==> src/rtl/fpu_sequencer.sv <==
// Issue/sequencing controller between mainfsm and the FPU: latches one op, holds operands for
// the per-op latency, captures the result and pulses a one-cycle writeback. Optional FPU_FLAGS_EN.
module fpu_sequencer #(
  parameter int unsigned LAT_ADD = 2,
  parameter int unsigned LAT_MUL = 3,
  parameter int unsigned CNT_W   = 4
) (
  input  logic        clk,
  input  logic        reset,
  input  logic        start,
  input  logic        flush,
  input  logic [1:0]  op,
  input  logic        prec,
  input  logic [31:0] SrcA,
  input  logic [31:0] SrcB,
  input  logic [3:0]  Rd,
  input  logic [31:0] fpu_result,
  input  logic [3:0]  fpu_nzcv,
  output logic [31:0] fpu_a,
  output logic [31:0] fpu_b,
  output logic [1:0]  fpu_op,
  output logic        fpu_prec,
  output logic        busy,
  output logic        done,
  output logic        RegWriteFP,
  output logic [31:0] Result,
  output logic [3:0]  RdOut,
  output logic        err,
  output logic [3:0]  FlagsOut,
  output logic        FlagWrite
);

  localparam logic [1:0] S_IDLE  = 2'd0;
  localparam logic [1:0] S_ISSUE = 2'd1;
  localparam logic [1:0] S_WAIT  = 2'd2;
  localparam logic [1:0] S_WB    = 2'd3;

  localparam logic [1:0] OP_SUB = 2'b01;
  localparam logic [1:0] OP_MUL = 2'b10;
  localparam logic [1:0] OP_RSV = 2'b11;

  localparam logic [CNT_W-1:0] LAT_ADD_M1 = CNT_W'(LAT_ADD - 1);
  localparam logic [CNT_W-1:0] LAT_MUL_M1 = CNT_W'(LAT_MUL - 1);

  logic [1:0]       state_q, state_d;
  logic [CNT_W-1:0] cnt_q, cnt_d;
  logic [31:0]      a_q, a_d, b_q, b_d, result_q, result_d;
  logic [1:0]       op_q, op_d;
  logic             prec_q, prec_d;
  logic [3:0]       rd_q, rd_d, rdout_q, rdout_d;
  logic             accept, capture;

  // A new op may be accepted from IDLE or from WB (back-to-back issue).
  assign accept  = start & ~flush & ((state_q == S_IDLE) | (state_q == S_WB));
  assign capture = ~flush & (state_q == S_WAIT) & (cnt_q == '0);

  always_comb begin
    state_d  = state_q;
    cnt_d    = cnt_q;
    a_d      = a_q;
    b_d      = b_q;
    op_d     = op_q;
    prec_d   = prec_q;
    rd_d     = rd_q;
    result_d = result_q;
    rdout_d  = rdout_q;
    if (flush) begin
      state_d = S_IDLE;
      cnt_d   = '0;
    end else begin
      case (state_q)
        S_IDLE:  if (start) state_d = S_ISSUE;
        S_ISSUE: begin
          if (op_q == OP_RSV) begin
            state_d = S_WB;
          end else begin
            state_d = S_WAIT;
            cnt_d   = (op_q == OP_MUL) ? LAT_MUL_M1 : LAT_ADD_M1;
          end
        end
        S_WAIT:  begin
          if (cnt_q == '0) state_d = S_WB;
          else             cnt_d   = cnt_q - 1'b1;
        end
        default: state_d = start ? S_ISSUE : S_IDLE;
      endcase
    end
    if (accept) begin
      a_d    = SrcA;
      b_d    = SrcB;
      op_d   = op;
      prec_d = prec;
      rd_d   = Rd;
    end
    if (capture) begin
      result_d = {prec_q ? fpu_result[31:16] : 16'h0000, fpu_result[15:0]};
      rdout_d  = rd_q;
    end
  end

  always_ff @(posedge clk or negedge reset) begin
    if (!reset) begin
      state_q  <= S_IDLE;
      cnt_q    <= '0;
      a_q      <= '0;
      b_q      <= '0;
      op_q     <= '0;
      prec_q   <= 1'b0;
      rd_q     <= '0;
      result_q <= '0;
      rdout_q  <= '0;
    end else begin
      state_q  <= state_d;
      cnt_q    <= cnt_d;
      a_q      <= a_d;
      b_q      <= b_d;
      op_q     <= op_d;
      prec_q   <= prec_d;
      rd_q     <= rd_d;
      result_q <= result_d;
      rdout_q  <= rdout_d;
    end
  end

  assign fpu_a      = a_q;
  assign fpu_b      = b_q;
  assign fpu_op     = op_q;
  assign fpu_prec   = prec_q;
  assign busy       = (state_q == S_ISSUE) | (state_q == S_WAIT);
  assign done       = (state_q == S_WB);
  assign RegWriteFP = done & (op_q != OP_RSV);
  assign err        = done & (op_q == OP_RSV);
  assign Result     = result_q;
  assign RdOut      = rdout_q;

`ifdef FPU_FLAGS_EN
  logic [3:0] flags_q, flags_d;

  always_comb begin
    flags_d = flags_q;
    if (capture) flags_d = fpu_nzcv;
  end

  always_ff @(posedge clk or negedge reset) begin
    if (!reset) flags_q <= '0;
    else        flags_q <= flags_d;
  end

  assign FlagsOut  = flags_q;
  assign FlagWrite = done & (op_q == OP_SUB);
`else
  logic unused_nzcv;
  assign unused_nzcv = ^fpu_nzcv;
  assign FlagsOut    = '0;
  assign FlagWrite   = 1'b0;
`endif

endmodule

==> config.mk <==
export PLATFORM = sky130hd
export DESIGN_NAME = fpu_sequencer
export DESIGN_NICKNAME = d
export VERILOG_FILES = /design/src/rtl/fpu_sequencer.sv
export SDC_FILE = /design/constraint.sdc
export NUM_CORES = 1
export LEC_CHECK = 0
export ABC_AREA = 1
export BUFFER_PORTS_ARGS = -buffer_cell sky130_fd_sc_hd__clkbuf_2
export CORE_ASPECT_RATIO = 1.75
export CORE_UTILIZATION = 35
export DETAILED_ROUTE_END_ITERATION = 12
export RECOVER_POWER = 50
export SYNTH_ARGS = -nofsm -noshare
export SYNTH_HDL_FRONTEND = slang
export SYNTH_SLANG_ARGS = --single-unit
==> constraint.sdc <==
create_clock -name clk -period 2.57 [get_ports clk]
set_clock_uncertainty 0.1 [all_clocks]
set_input_delay 0.514 -clock clk [delete_from_list [all_inputs] [get_ports clk]]
set_output_delay 0.514 -clock clk [all_outputs]
set_load 0.01 [all_outputs]
* Word level (Yosys, flattened, before mapping)
Index checks and enable logic that the tools add are counted.
** Storage, ports and cells
- Bits in registers :: 113
- Bits of input ports :: 111
- Output and inout port bits :: 112
- Logic and storage cells :: 46
** Operators by class
- Add/subtract/negate cells :: 1
- Equal/unequal tests :: 10
- Mux-type cells :: 12
- Bitwise logic cells :: 9
- Reduce and logical (&&, ||, !) cells :: 5
** Operators by type and width (count)
- $mux W16 :: 1
- $mux W4 :: 3
- $ne A3 B3 Y1 const B :: 4
- $eq A2 B2 Y1 const B :: 4
- $mux W2 :: 4
- $pmux W4 S2 :: 1
- $and A1 B1 Y1 :: 6
- $pmux W2 S3 :: 1
- $logic_not A4 Y1 :: 1
- $sub A4 B1 Y4 const B :: 1
- $reduce_and A3 Y1 :: 1
- $reduce_bool A3 Y1 :: 1
- $eq A2 B1 Y1 const B :: 1
- $logic_not A2 Y1 :: 1
- $mux W1 :: 2
- $ne A2 B2 Y1 const B :: 1
- $or A1 B1 Y1 :: 2
- $reduce_and A2 Y1 :: 1
- $not A1 Y1 :: 1

* Depth between registers and ports, before layout
- Depth in word-level cells :: 5
- Gate-level depth with buffers :: 9
- Gate-level depth less buffers :: 9

* Worst setup path after synthesis
OpenSTA, ideal clock, no wires.
- Path type :: reg-to-reg
- Start point :: register state_q[0]
- End point :: register a_q[5] (netlist: fpu_a[5])
- Library setup time :: 0.133 ns
- Arrival :: 1.400 ns
- Required time :: 2.337 ns
- Setup slack :: 0.936 ns
- Stages on the path, launching flop included :: 9
- Path buffers :: 2
- Clock period less this slack :: 1.634 ns
- Cell sequence :: dfrtp_1 -> inv_1 -> ha_1 -> inv_1 -> nand3_4 -> buf_8 -> buf_6 -> nand2_1 -> o21ai_0
** On the way
- Cells in the longest elaborated chain, start to end :: 3
- Elaborated cells between the ends (all ways) :: 4
- Classes of those cells :: eq/ne (1); bitwise (2); reduce/logical (1)
** RTL lines
- start: declaration :: RTL line 45 : logic [1:0] state_q, state_d;
- start signal: assignment :: RTL line 113 : state_q <= state_d;
- $eq A2 B2 Y1 or $logic_not A2 Y1 (tied branches) :: RTL line 54 : assign accept = start & ~flush & ((state_q == S_IDLE) | (state_q == S_WB));
- $or A1 B1 Y1 (*) :: RTL line 54
- $and A1 B1 Y1 (*) :: RTL line 54
- end signal: assignment :: RTL line 105 : a_q <= '0;
- end signal: assignment :: RTL line 115 : a_q <= a_d;
- end: declaration :: RTL line 47 : logic [31:0] a_q, a_d, b_q, b_d, result_q, result_d;
Every way passes the cells marked *; elsewhere a longest branch is shown, timed or not.
A chain may end at the register's enable or synchronous reset.

* Worst setup path after layout
- Start point :: register state_q[0]
- End point :: register cnt_q[1]
** On the way
- Cells in the longest elaborated chain, start to end :: 3
- Elaborated cells between the ends (all ways) :: 8
- Classes of those cells :: eq/ne (4); mux (2); reduce/logical (2)
** RTL lines
- $eq A2 B2 Y1 or $eq A2 B1 Y1 (tied branches) :: RTL line 71 : case (state_q)
- $ne A3 B3 Y1 (no line), or another cell as far along
- $reduce_and A3 Y1 (no line) or $mux W4 (tied branches)
- end signal: assignment :: RTL line 114 : cnt_q <= cnt_d;
- end: declaration :: RTL line 46 : logic [CNT_W-1:0] cnt_q, cnt_d;
Parallel ways exist; a longest one is shown, timed or not.

==> impl_results.md <==
- Status: finished clean
- Clock Latency Late Sink: 0.40 ns
- Die H: 156 um
- EDFF count, synth: 0
- Share of flip-flops with an asynchronous set or reset: between 90% and 100%
- Crit end category: flop
- Synth area leader: dfrtp_1
- Clock slew at reported path FFs: 0.06 ns
- Layout Cells excl Fill: 933
- Fin Setup TNS: 0 ns
- Largest cells by area after synthesis: dfrtp_1, nand2_1, o21ai_0, inv_1, buf_6
- Seq cells post-synth: around 110
- Die area: 14100 um2
- Fmax: around 480 MHz
- Post-CTS Resized: 0
- Most common cell after layout, fill and taps aside: nand2_1
- Bufs and invs on worst path: 2
- Fin. max-slew vios: 0
- Total GRT Usage: 16.3%
- Clk sinks: 113
- Area growth, synth to finish: 35.3%
- Metal2 WL: 6020 um
- # nets final: 864
- Switching Power: between 0.002 and 0.003 W
- First-pass GRT wire length: 18300 um
- Switching part of the total power: 36.7%
- Cts bufs inserted: 17
- PD cells: 1200 nW/um2
- Metal-1 WL: approximately 4500 um
- Vias in the first global route: 4009
- Post-DP HPWL: 8250 um
- Post-Syn Instances: 530
- Worst EP arrival: roughly 2.3 ns
- Vias after detailed routing: 4027
- Die X-Extent: 90.2 um
- Placed instance count: 900
- CP Class: reg -> reg
- Worst slew margin: 26.9%
- Residual DRC: 0
- Part of the power in registers: 39.5%
- Root Buffer: clkbuf_16
- Initial antenna violation count: 0
- Tightest Hold Check Type: in -> reg
- Wirelength, routed: 11200 um
- Core outline area: 13300 um2
- Antenna diodes: 0
- Worst Path Max Fanout: 26
- Fin crit share: 81.4%
- RSZ-0062 raised after global routing: false
- Layout cell share with drive strength beyond 1: around 28%
- CP delay by family, top: simple AND/OR/NAND/NOR gates
- Met3 Wirelength: 599 um
- Req. time, crit path: 2.74 ns
- Comb pwr share: between 30% and 40%
- Fill count: 1343
- Final setup vio count: 0
- ANT nets after route: 0
- Final critical-path setup slack: 0.479 ns
- Synth Area per Inst: 9.00 um2
- I/O pins: 223
- Initial Util: between 30% and 40%
- R2R setup slack: between 0.4 and 0.5 ns
- PortBufs: 213
- Grt total ovfl: 0
- Yosys cell types: 25
- Leakage: 3.59 nW
- Worst-margin pin slew: 1.10 ns
- H-tree level count: 4
- CP max-delay cell: dfrtp_1
- Maximum VDD drop: 0.576 mV
- Detailed-route wire length per cell: 12.0 um
- Startpoint type of the worst setup path: flop
- Top cell type's share of synthesized area: 59.3%
- Largest net degree at the start of global routing: 70
- Sequential area share after synthesis: 59.3%
- P_int: 0.00492 W
- Largest buffer count on any clock path: 2
- Gp weighted congestion: between 0.7 and 0.8
- DRT iter0 DRCs: 138
- Max_cap viols: 0
- Row count: 56
- Synthesized area: 4770 um2
- Most frequent cells in the layout: nand2_1, clkbuf_2, dfrtp_1, inv_1, o21ai_0
- Power Total: 0.00777 W
- Final hold vios: 0
- Place WS: 0.463 ns
- Tmin final: ~2.1 ns
- Post CTS Setup Buffer Count: 0
- Worst-path cell chain: inv_1 -> ha_1 -> inv_2 -> nor2_4 -> nand3_2 -> nand2_1 -> o21ai_0
- CTS tree: done
- Top Metal Used: met4
- Via/cell ratio: around 4.3
- Power share of the clock group: 29.2%
- Final core occ: 48.4%
- Yosys warning total: 0
- Slowest stage delay, CP: 0.42 ns
- DR pass1 iterations: 7
- Dominant synthesized flop cell: dfrtp_1
path summary, 6_finish.rpt:
check,startpoint,end,cells past startpoint
setup / recovery,state_q[0]$_DFFE_PN0P_,cnt_q[1]$_DFFE_PN0P_,7
hold / removal,fpu_result[13],Result[13]$_DFFE_PN0P_,3
setup reg to reg,state_q[0]$_DFFE_PN0P_,cnt_q[1]$_DFFE_PN0P_,7
hold reg to reg,fpu_b[3]$_DFFE_PN0P_,fpu_b[3]$_DFFE_PN0P_,2
max in group asynchronous,reset,fpu_b[7]$_DFFE_PN0P_,3
min in group asynchronous,reset,fpu_a[20]$_DFFE_PN0P_,2
layer usage:
| layer | track usage (%) | vias up |
|---|---|---|
| met3 | 4.62 | 8 |
| met5 | 0 | - |
| met4 | 6.30 | 0 |
| met1 | 17.6 | 1834 |
| li1 | - | 2044 |
| met2 | 30.1 | 141 |
timing repair:
item	4_1_cts	5_1_grt
endpoints found under the hold margin	17	0
endpoints found under the setup margin	0	0
hold buffers	1	0
registers in the layout, summed over array words and instances (netlist names):
register / flops
Result: 32
fpu_a: 32
fpu_b: 32
RdOut: 4
cnt_q: 4
rd_q: 4
fpu_op: 2
state_q: 2
fpu_prec: 1
power groups by stage:
stage	sequential [W]	clock [W]	combinational (W)
2_1_floorplan	0.00335	0	0.00115
3_3_place_gp	0.00304	0	0.00250
3_5_place_dp	0.00309	0	0.00257
4_1_cts	0.00307	0.00233	0.00258
5_1_grt	0.00318	0.00241	0.00278
6_report	0.00307	0.00227	0.00243
synth_stat cells (2+ instances only):
cell        n
nand2_1   172
dfrtp_1   113
inv_1      82
o21ai_0    68
o21ai_1    24
buf_6      12
clkbuf_1    8
nor2_1      8
ha_1        7
buf_4       6
a21oi_1     5
nand3_1     5
a21oi_2     3
inv_2       3
nor2_2      3
buf_2       2
worst min-delay path, delay by kind of cell:
family / cells / cell delay (ns)
buffers and inverters: 1 / 0.07
and+or+nand+nor: 2 / 0.08
final cells by class:
class                   count  area, um2  area share, %
inverters                  85        319           4.95
well taps                 174        218           3.38
flip-flops and latches    113       2830           43.8
multi-input cells         307       1400           21.7
clock inverters            13        124           1.92
repair buffers            222       1110           17.2
clock buffers              19        453           7.02
cell families after synthesis:
family,synth area share [%]
buffers and inverters,11.6
DFF,59.3
adders and majority gates,1.84
other,0.0786
AOI/OAI and AO/OA,10.9
and+or+nand+nor,16.3
stage by stage:
step / hold slack (ns) / instance area [um2]
final: 0.202 / 6450
after CTS: 0.185 / 6520
after detailed placement: 0.308 / 5930
after floorplan: 0.118 / 4780
after global routing: 0.200 / 6450
after global placement: 0.305 / 5930
No activity file was read; power rests on OpenSTA's default activity.
